==> config.mk <==
export PLATFORM = sky130hd
export DESIGN_NAME = uart_transmit
export DESIGN_NICKNAME = d
export VERILOG_FILES = /design/src/rtl/uart_pkg.sv /design/src/rtl/uart_bit_timer.sv /design/src/rtl/uart_transmit.sv
export SDC_FILE = /design/constraint.sdc
export NUM_CORES = 1
export LEC_CHECK = 0
export ABC_AREA = 0
export BUFFER_PORTS_ARGS = -buffer_cell sky130_fd_sc_hd__buf_2
export CAP_MARGIN = 25
export CORE_MARGIN = 2
export CORE_UTILIZATION = 58
export CTS_BUF_LIST = sky130_fd_sc_hd__clkbuf_16
export DETAILED_ROUTE_END_ITERATION = 7
export PLACE_DENSITY = 0.87
export SLEW_MARGIN = 20
export SYNTH_ARGS = -nofsm -noshare
export SYNTH_HDL_FRONTEND = slang
export SYNTH_HIERARCHICAL = 1
export SYNTH_SLANG_ARGS = --single-unit
==> constraint.sdc <==
create_clock -name uart_clock -period 2.7 [get_ports uart_clock]
set_input_delay 0.135 -clock uart_clock [delete_from_list [all_inputs] [get_ports uart_clock]]
set_output_delay 0.135 -clock uart_clock [all_outputs]
set_load 0.02 [all_outputs]
==> src/rtl/uart_pkg.sv <==
// Shared UART definitions: FSM states, frame geometry and parity sense.
// Used by both the transmitter and the matching receiver.
package uart_pkg;

    localparam int   FRAME_BITS = 11;
    localparam int   DATA_BITS  = 8;
    localparam logic PARITY_ODD = 1'b1;

    typedef enum logic [2:0] {
        ST_IDLE,
        ST_START,
        ST_DATA,
        ST_PARITY,
        ST_STOP
    } uart_state_e;

    // Parity bit that makes data plus parity contain an odd number of ones.
    function automatic logic parity_bit(input logic [DATA_BITS-1:0] d);
        return (^d) ^ PARITY_ODD;
    endfunction

endpackage

==> src/rtl/uart_bit_timer.sv <==
// Bit-period down-counter; bit_done_o pulses in the last cycle of each bit period.
// Reloaded by restart_i on every bit boundary; no backpressure.
module uart_bit_timer #(
    parameter int CLKS_PER_BIT = 2
) (
    input  logic clk_i,
    input  logic rst_n_i,
    input  logic restart_i,
    input  logic run_i,
    output logic bit_done_o
);

    localparam logic [7:0] RELOAD = 8'(CLKS_PER_BIT - 1);

    logic [7:0] cnt_q, cnt_d;

    always_comb begin
        cnt_d = cnt_q;
        if (restart_i) begin
            cnt_d = RELOAD;
        end else if (cnt_q != 8'd0) begin
            cnt_d = cnt_q - 8'd1;
        end
    end

    always_ff @(posedge clk_i) begin
        if (!rst_n_i) begin
            cnt_q <= 8'd0;
        end else begin
            cnt_q <= cnt_d;
        end
    end

    assign bit_done_o = run_i && (cnt_q == 8'd0);

endmodule

==> src/rtl/uart_transmit.sv <==
// 8O1 UART transmitter with a one-entry holding register; start bit appears one edge after accept.
// ready is low while the holding register is full; frames run back-to-back when a byte is waiting.
module uart_transmit
    import uart_pkg::*;
#(
    parameter int CLKS_PER_BIT = 2
) (
    input  logic                 uart_clock,
    input  logic                 rst,
    input  logic [DATA_BITS-1:0] data_in,
    input  logic                 send,
    output logic                 ready,
    output logic                 serial_data,
    output logic                 busy,
    output logic                 par
);

    uart_state_e          state_q, state_d;
    logic [DATA_BITS-1:0] hold_q, hold_d;
    logic                 full_q, full_d;
    logic [DATA_BITS-1:0] shift_q, shift_d;
    logic [2:0]           idx_q, idx_d;
    logic                 par_q, par_d;
    logic                 serial_q, serial_d;
    logic                 bit_done;
    logic                 restart;
    logic                 accept;
    logic                 load;

    // Every bit boundary, including the first start bit out of IDLE, reloads the timer.
    assign restart = ((state_q == ST_IDLE) && full_q) || bit_done;

    uart_bit_timer #(
        .CLKS_PER_BIT(CLKS_PER_BIT)
    ) u_bit_timer (
        .clk_i     (uart_clock),
        .rst_n_i   (rst),
        .restart_i (restart),
        .run_i     (state_q != ST_IDLE),
        .bit_done_o(bit_done)
    );

    always_comb begin
        state_d = state_q;
        hold_d  = hold_q;
        full_d  = full_q;
        shift_d = shift_q;
        idx_d   = idx_q;
        par_d   = par_q;
        load    = 1'b0;
        accept  = send && !full_q;

        case (state_q)
            ST_IDLE: begin
                if (full_q) begin
                    state_d = ST_START;
                    load    = 1'b1;
                end
            end
            ST_START: begin
                if (bit_done) begin
                    state_d = ST_DATA;
                    idx_d   = 3'd0;
                end
            end
            ST_DATA: begin
                if (bit_done) begin
                    if (idx_q == 3'd7) begin
                        state_d = ST_PARITY;
                    end else begin
                        idx_d   = idx_q + 3'd1;
                        shift_d = shift_q >> 1;
                    end
                end
            end
            ST_PARITY: begin
                if (bit_done) begin
                    state_d = ST_STOP;
                end
            end
            ST_STOP: begin
                if (bit_done) begin
                    if (full_q) begin
                        state_d = ST_START;
                        load    = 1'b1;
                    end else begin
                        state_d = ST_IDLE;
                    end
                end
            end
            default: state_d = ST_IDLE;
        endcase

        // Drain needs full and accept needs empty, so these never collide.
        if (load) begin
            shift_d = hold_q;
            par_d   = parity_bit(hold_q);
            full_d  = 1'b0;
        end else if (accept) begin
            hold_d = data_in;
            full_d = 1'b1;
        end

        case (state_d)
            ST_START:  serial_d = 1'b0;
            ST_DATA:   serial_d = shift_d[0];
            ST_PARITY: serial_d = par_d;
            default:   serial_d = 1'b1;
        endcase
    end

    always_ff @(posedge uart_clock) begin
        if (!rst) begin
            state_q  <= ST_IDLE;
            hold_q   <= '0;
            full_q   <= 1'b0;
            shift_q  <= '0;
            idx_q    <= 3'd0;
            par_q    <= 1'b0;
            serial_q <= 1'b1;
        end else begin
            state_q  <= state_d;
            hold_q   <= hold_d;
            full_q   <= full_d;
            shift_q  <= shift_d;
            idx_q    <= idx_d;
            par_q    <= par_d;
            serial_q <= serial_d;
        end
    end

    assign ready       = !full_q;
    assign serial_data = serial_q;
    assign busy        = (state_q != ST_IDLE);
    assign par         = par_q;

endmodule

==> tab_implementation.tex <==
\begin{tabular}{lr}
\hline
Metric & Value \\
\hline
\multicolumn{2}{l}{\textbf{Logic synthesis}} \\
Share of synthesized area spent on multiplexers & 4.80\% \\
Post-Synth Adder-Cell Area & under 10\% \\
Number of nets in the synthesized netlist & 200 \\
Netlist area before placement & 1670 um2 \\
Number of cells produced by synthesis & 185 \\
Share of synthesized cell area in and, or, nand and nor gates & a little over a fifth \\
Number of distinct standard cells referenced by the synthesized netlist & between 40 and 50 \\
Number of flops mapped to enable cells by yosys & 0 \\
Synthesis Warnings & 6 \\
Number of flip-flops and latches in the synthesized netlist & 33 \\
Flip-flop cell with the highest count after synthesis & sky130\_fd\_sc\_hd\_\_dfxtp\_1 \\
Synthesized-area fraction occupied by ao, oa, aoi and oai cells & 20.0\% \\
XOR/XNOR share of the synthesized area & 5.25\% \\
Synth Area per Inst & between 9 and 10 um2 \\
Fraction of registers with async set or reset after synthesis & 0\% \\
Combinational family with the most area after synthesis & simple AND/OR/NAND/NOR gates \\
Share of synthesized area occupied by flip-flops and latches & about two fifths \\
\multicolumn{2}{l}{\textbf{STA}} \\
Headroom to the max-slew limit & 43.2\% \\
Setup repair after global routing missed its margin & no \\
Setup violation total in the final timing report & 0 \\
Setup tns final & 0 ns \\
Post-route clock skew & 0.00685 ns \\
Post-route worst hold slack & 0.0984 ns \\
Slew at the pin closest to its max-slew limit & roughly 0.85 ns \\
Number of slew-limit violations in the final report & 0 \\
Hold violation count in the final report & 0 \\
Fin worst setup slack & 0.331 ns \\
Maximum clock frequency & 422 MHz \\
Final worst path period share & 87.7\% \\
Minimum clock period & 2.37 ns \\
\multicolumn{2}{l}{\textbf{CTS}} \\
TritonCTS Buffers & 5 \\
\# H-tree levels & 2 \\
Gates resized, CTS repair & 0 \\
Clock latency on the worst-skew pair & 0.27 ns \\
Reg clk slew, reported paths & about 0.05 ns \\
TritonCTS clock tree & built \\
Clock root buffer & sky130\_fd\_sc\_hd\_\_clkbuf\_16 \\
Num Clock Sinks & 33 \\
Setup repair bufs after CTS & 0 \\
Maximum clock insertion buffer count & 2 \\
Hold buffers post-CTS & 0 \\
\multicolumn{2}{l}{\textbf{Run}} \\
Max cap viols & 0 \\
\multicolumn{2}{l}{\textbf{Detailed routing}} \\
Detailed Route WL & $\sim$3500 um \\
1st-iter DRT viols & 66 \\
Vias after detailed routing & 1375 \\
Final ANT Viol Nets & 0 \\
Detailed-route wire length per cell & 15.2 um \\
Detailed-route DRC error count & 0 \\
Via-to-Cell Ratio & 6.03 \\
Detailed Routing Iterations Pass 1 & 4 \\
\multicolumn{2}{l}{\textbf{Layout}} \\
Area Overhead vs Synth & 11.0\% \\
Top library cells by usage in the layout, fill and taps aside & sky130\_fd\_sc\_hd\_\_dfxtp\_1 (33), sky130\_fd\_sc\_hd\_\_nor2\_1 (17), sky130\_fd\_sc\_hd\_\_a21oi\_1 (15) \\
Antenna diode instance count & 0 \\
Final cell area excluding filler cells & 1850 um2 \\
Nets@finish & 212 \\
Proportion of layout cells with a drive suffix above 1 & 15.2\% \\
Most common library cell in the layout ignoring fill and taps & sky130\_fd\_sc\_hd\_\_dfxtp\_1 \\
Utilization after layout & 67.7\% \\
\multicolumn{2}{l}{\textbf{Floorplan}} \\
Initial Utilization & 61.0\% \\
Site Rows & 19 \\
Io pins & 15 \\
Core area & 2730 um2 \\
Die area & 3320 um2 \\
Y dimension of the die & about 58 um \\
Horiz. Die Dim & roughly 58 um \\
\multicolumn{2}{l}{\textbf{Global routing}} \\
Pin count of the biggest net entering global routing & 22 \\
Number of antenna violations at the first check in global routing & 0 \\
Number of global-route vias before repair & 1384 \\
All-layer global routing usage & 23.8\% \\
Final global-route overflow total & 0 \\
Global-route wire length before repair & about 6000 um \\
\multicolumn{2}{l}{\textbf{Power}} \\
PwrDens & 857 nW/um2 \\
Worst ir drop on vdd & 0.696 mV \\
Cell leakage power & 0.758 nW \\
\multicolumn{2}{l}{\textbf{Placed design}} \\
HPWL after detailed placement & 2460 um \\
Final weighted congestion of routability-driven global placement & around 0.9 \\
Post-placement setup slack & around 0.35 ns \\
Total placed instance area & 1720 um2 \\
IO buf count & 14 \\
\multicolumn{2}{l}{\textbf{Setup path}} \\
Slowest-stage cell, CP & sky130\_fd\_sc\_hd\_\_or4\_1 \\
Category of the most critical setup path & reg2reg \\
Setup crit end kind & flop \\
R2r setup slk & 0.33 ns \\
Startpoint class of the critical path & flop \\
Endpoint required time on the critical path & 2.83 ns \\
Timing startpoint of the critical path & u\_bit\_timer/cnt\_q[2] \\
Maximum cell stage delay along the critical path & 0.67 ns \\
Cells along the critical path & or4\_1 > nor3\_1 > buf\_4 > and2b\_2 > o22a\_1 > o21ai\_0 > a21oi\_1 \\
Max Fanout on Critical Path & 10 \\
Critical Path AT & 2.50 ns \\
RR Startpoint & u\_bit\_timer/cnt\_q[2] \\
\multicolumn{2}{l}{\textbf{Run status}} \\
Result of the run & completed \\
\multicolumn{2}{l}{\textbf{Worst hold path}} \\
Worst min path class & in2reg \\
Startpoint of the worst hold path & data\_in[4] \\
\hline
\end{tabular}
layout make-up:
class	instances	area, um2
Multi-Input combinational cell	133	903
Fill cell	210	883
Sequential cell	33	661
Clock buffer	5	125
Timing Repair Buffer	16	85.1
Tap cell	31	38.8
Inverter	8	30.0
Clock inverter	2	7.51
synth_stat cells (2+ instances only):
cell type	instances	area [um2]
sky130_fd_sc_hd__mux2i_1	8	80.1
sky130_fd_sc_hd__buf_4	2	15.0
sky130_fd_sc_hd__buf_6	3	33.8
sky130_fd_sc_hd__dfxtp_1	33	661
sky130_fd_sc_hd__nor2_1	17	63.8
sky130_fd_sc_hd__o31ai_1	2	15.0
sky130_fd_sc_hd__xnor2_1	9	78.8
sky130_fd_sc_hd__o21ai_1	3	15.0
sky130_fd_sc_hd__o21bai_1	2	15.0
sky130_fd_sc_hd__or3_1	3	18.8
sky130_fd_sc_hd__o2111ai_1	2	17.5
sky130_fd_sc_hd__nor2b_1	4	25.0
sky130_fd_sc_hd__a22oi_1	7	52.6
sky130_fd_sc_hd__buf_2	2	10.0
sky130_fd_sc_hd__and3_1	2	12.5
sky130_fd_sc_hd__nand2_1	8	30.0
sky130_fd_sc_hd__nand2b_1	3	18.8
sky130_fd_sc_hd__inv_1	7	26.3
sky130_fd_sc_hd__o21ai_0	13	65.1
sky130_fd_sc_hd__nor3_1	6	30.0
sky130_fd_sc_hd__a21oi_1	15	75.1
sky130_fd_sc_hd__or4_1	4	30.0
sky130_fd_sc_hd__ha_1	4	50.1
sky130_fd_sc_hd__clkbuf_1	4	15.0
flip-flops by register name, summed over array words and instances, names as in the netlist:
| name | cells |
|---|---|
| shift_q | 8 |
| u_bit_timer/cnt_q | 8 |
| serial_data | 1 |
| par | 1 |
| hold_q | 8 |
| full_q | 1 |
| state_q | 3 |
| idx_q | 3 |
per-stage QoR:
| stage | instances | power [mW] |
|---|---|---|
| after floorplan | 185 | 0.992 |
| after global placement | 221 | 1.05 |
| after detailed placement | 221 | 1.08 |
| after CTS | 228 | 1.59 |
| after global routing | 228 | 1.69 |
| final | 228 | 1.59 |
path summary, 6_finish.rpt:
| kind | cells past startpoint | end |
|---|---|---|
| setup reg to reg | 7 | shift_q[5] |
| hold reg to reg | 2 | idx_q[1] |
| setup / recovery | 7 | shift_q[5] |
| hold / removal | 3 | hold_q[4] |
critical path: cells and delay by family, from the launching register on:
kind	cells	cell delay [ns]
flip-flops	1	0.35
buffers and inverters	1	0.19
AO/OA/AOI/OAI	3	0.53
AND/OR/NAND/NOR	3	1.15
cells by family (layout without fill, tap and decap cells):
family / after synthesis / in the layout
xor gates and xnor gates: 10 / 10
muxes: 8 / 8
DFF: 33 / 33
AOI/OAI and AO/OA: 52 / 52
and+or+nand+nor: 59 / 59
adders and majority gates: 4 / 4
buffers and inverters: 19 / 31
per-layer routing:
metal	wire length, um	vias up	global-route usage, %
li1	-	684	-
met1	1410	657	27.9
met2	1840	24	39.6
met3	103	10	5.13
met4	103	0	15.0
met5	0	-	0
power breakdown:
| part | internal (mW) | total (mW) | switching (mW) | leakage (nW) |
|---|---|---|---|---|
| sequential | 0.552 | 0.618 | 0.0662 | 0.270 |
| combinational | 0.201 | 0.458 | 0.256 | 0.420 |
| clock | 0.328 | 0.510 | 0.182 | 0.0685 |
Power figures use the tool's default switching activity.
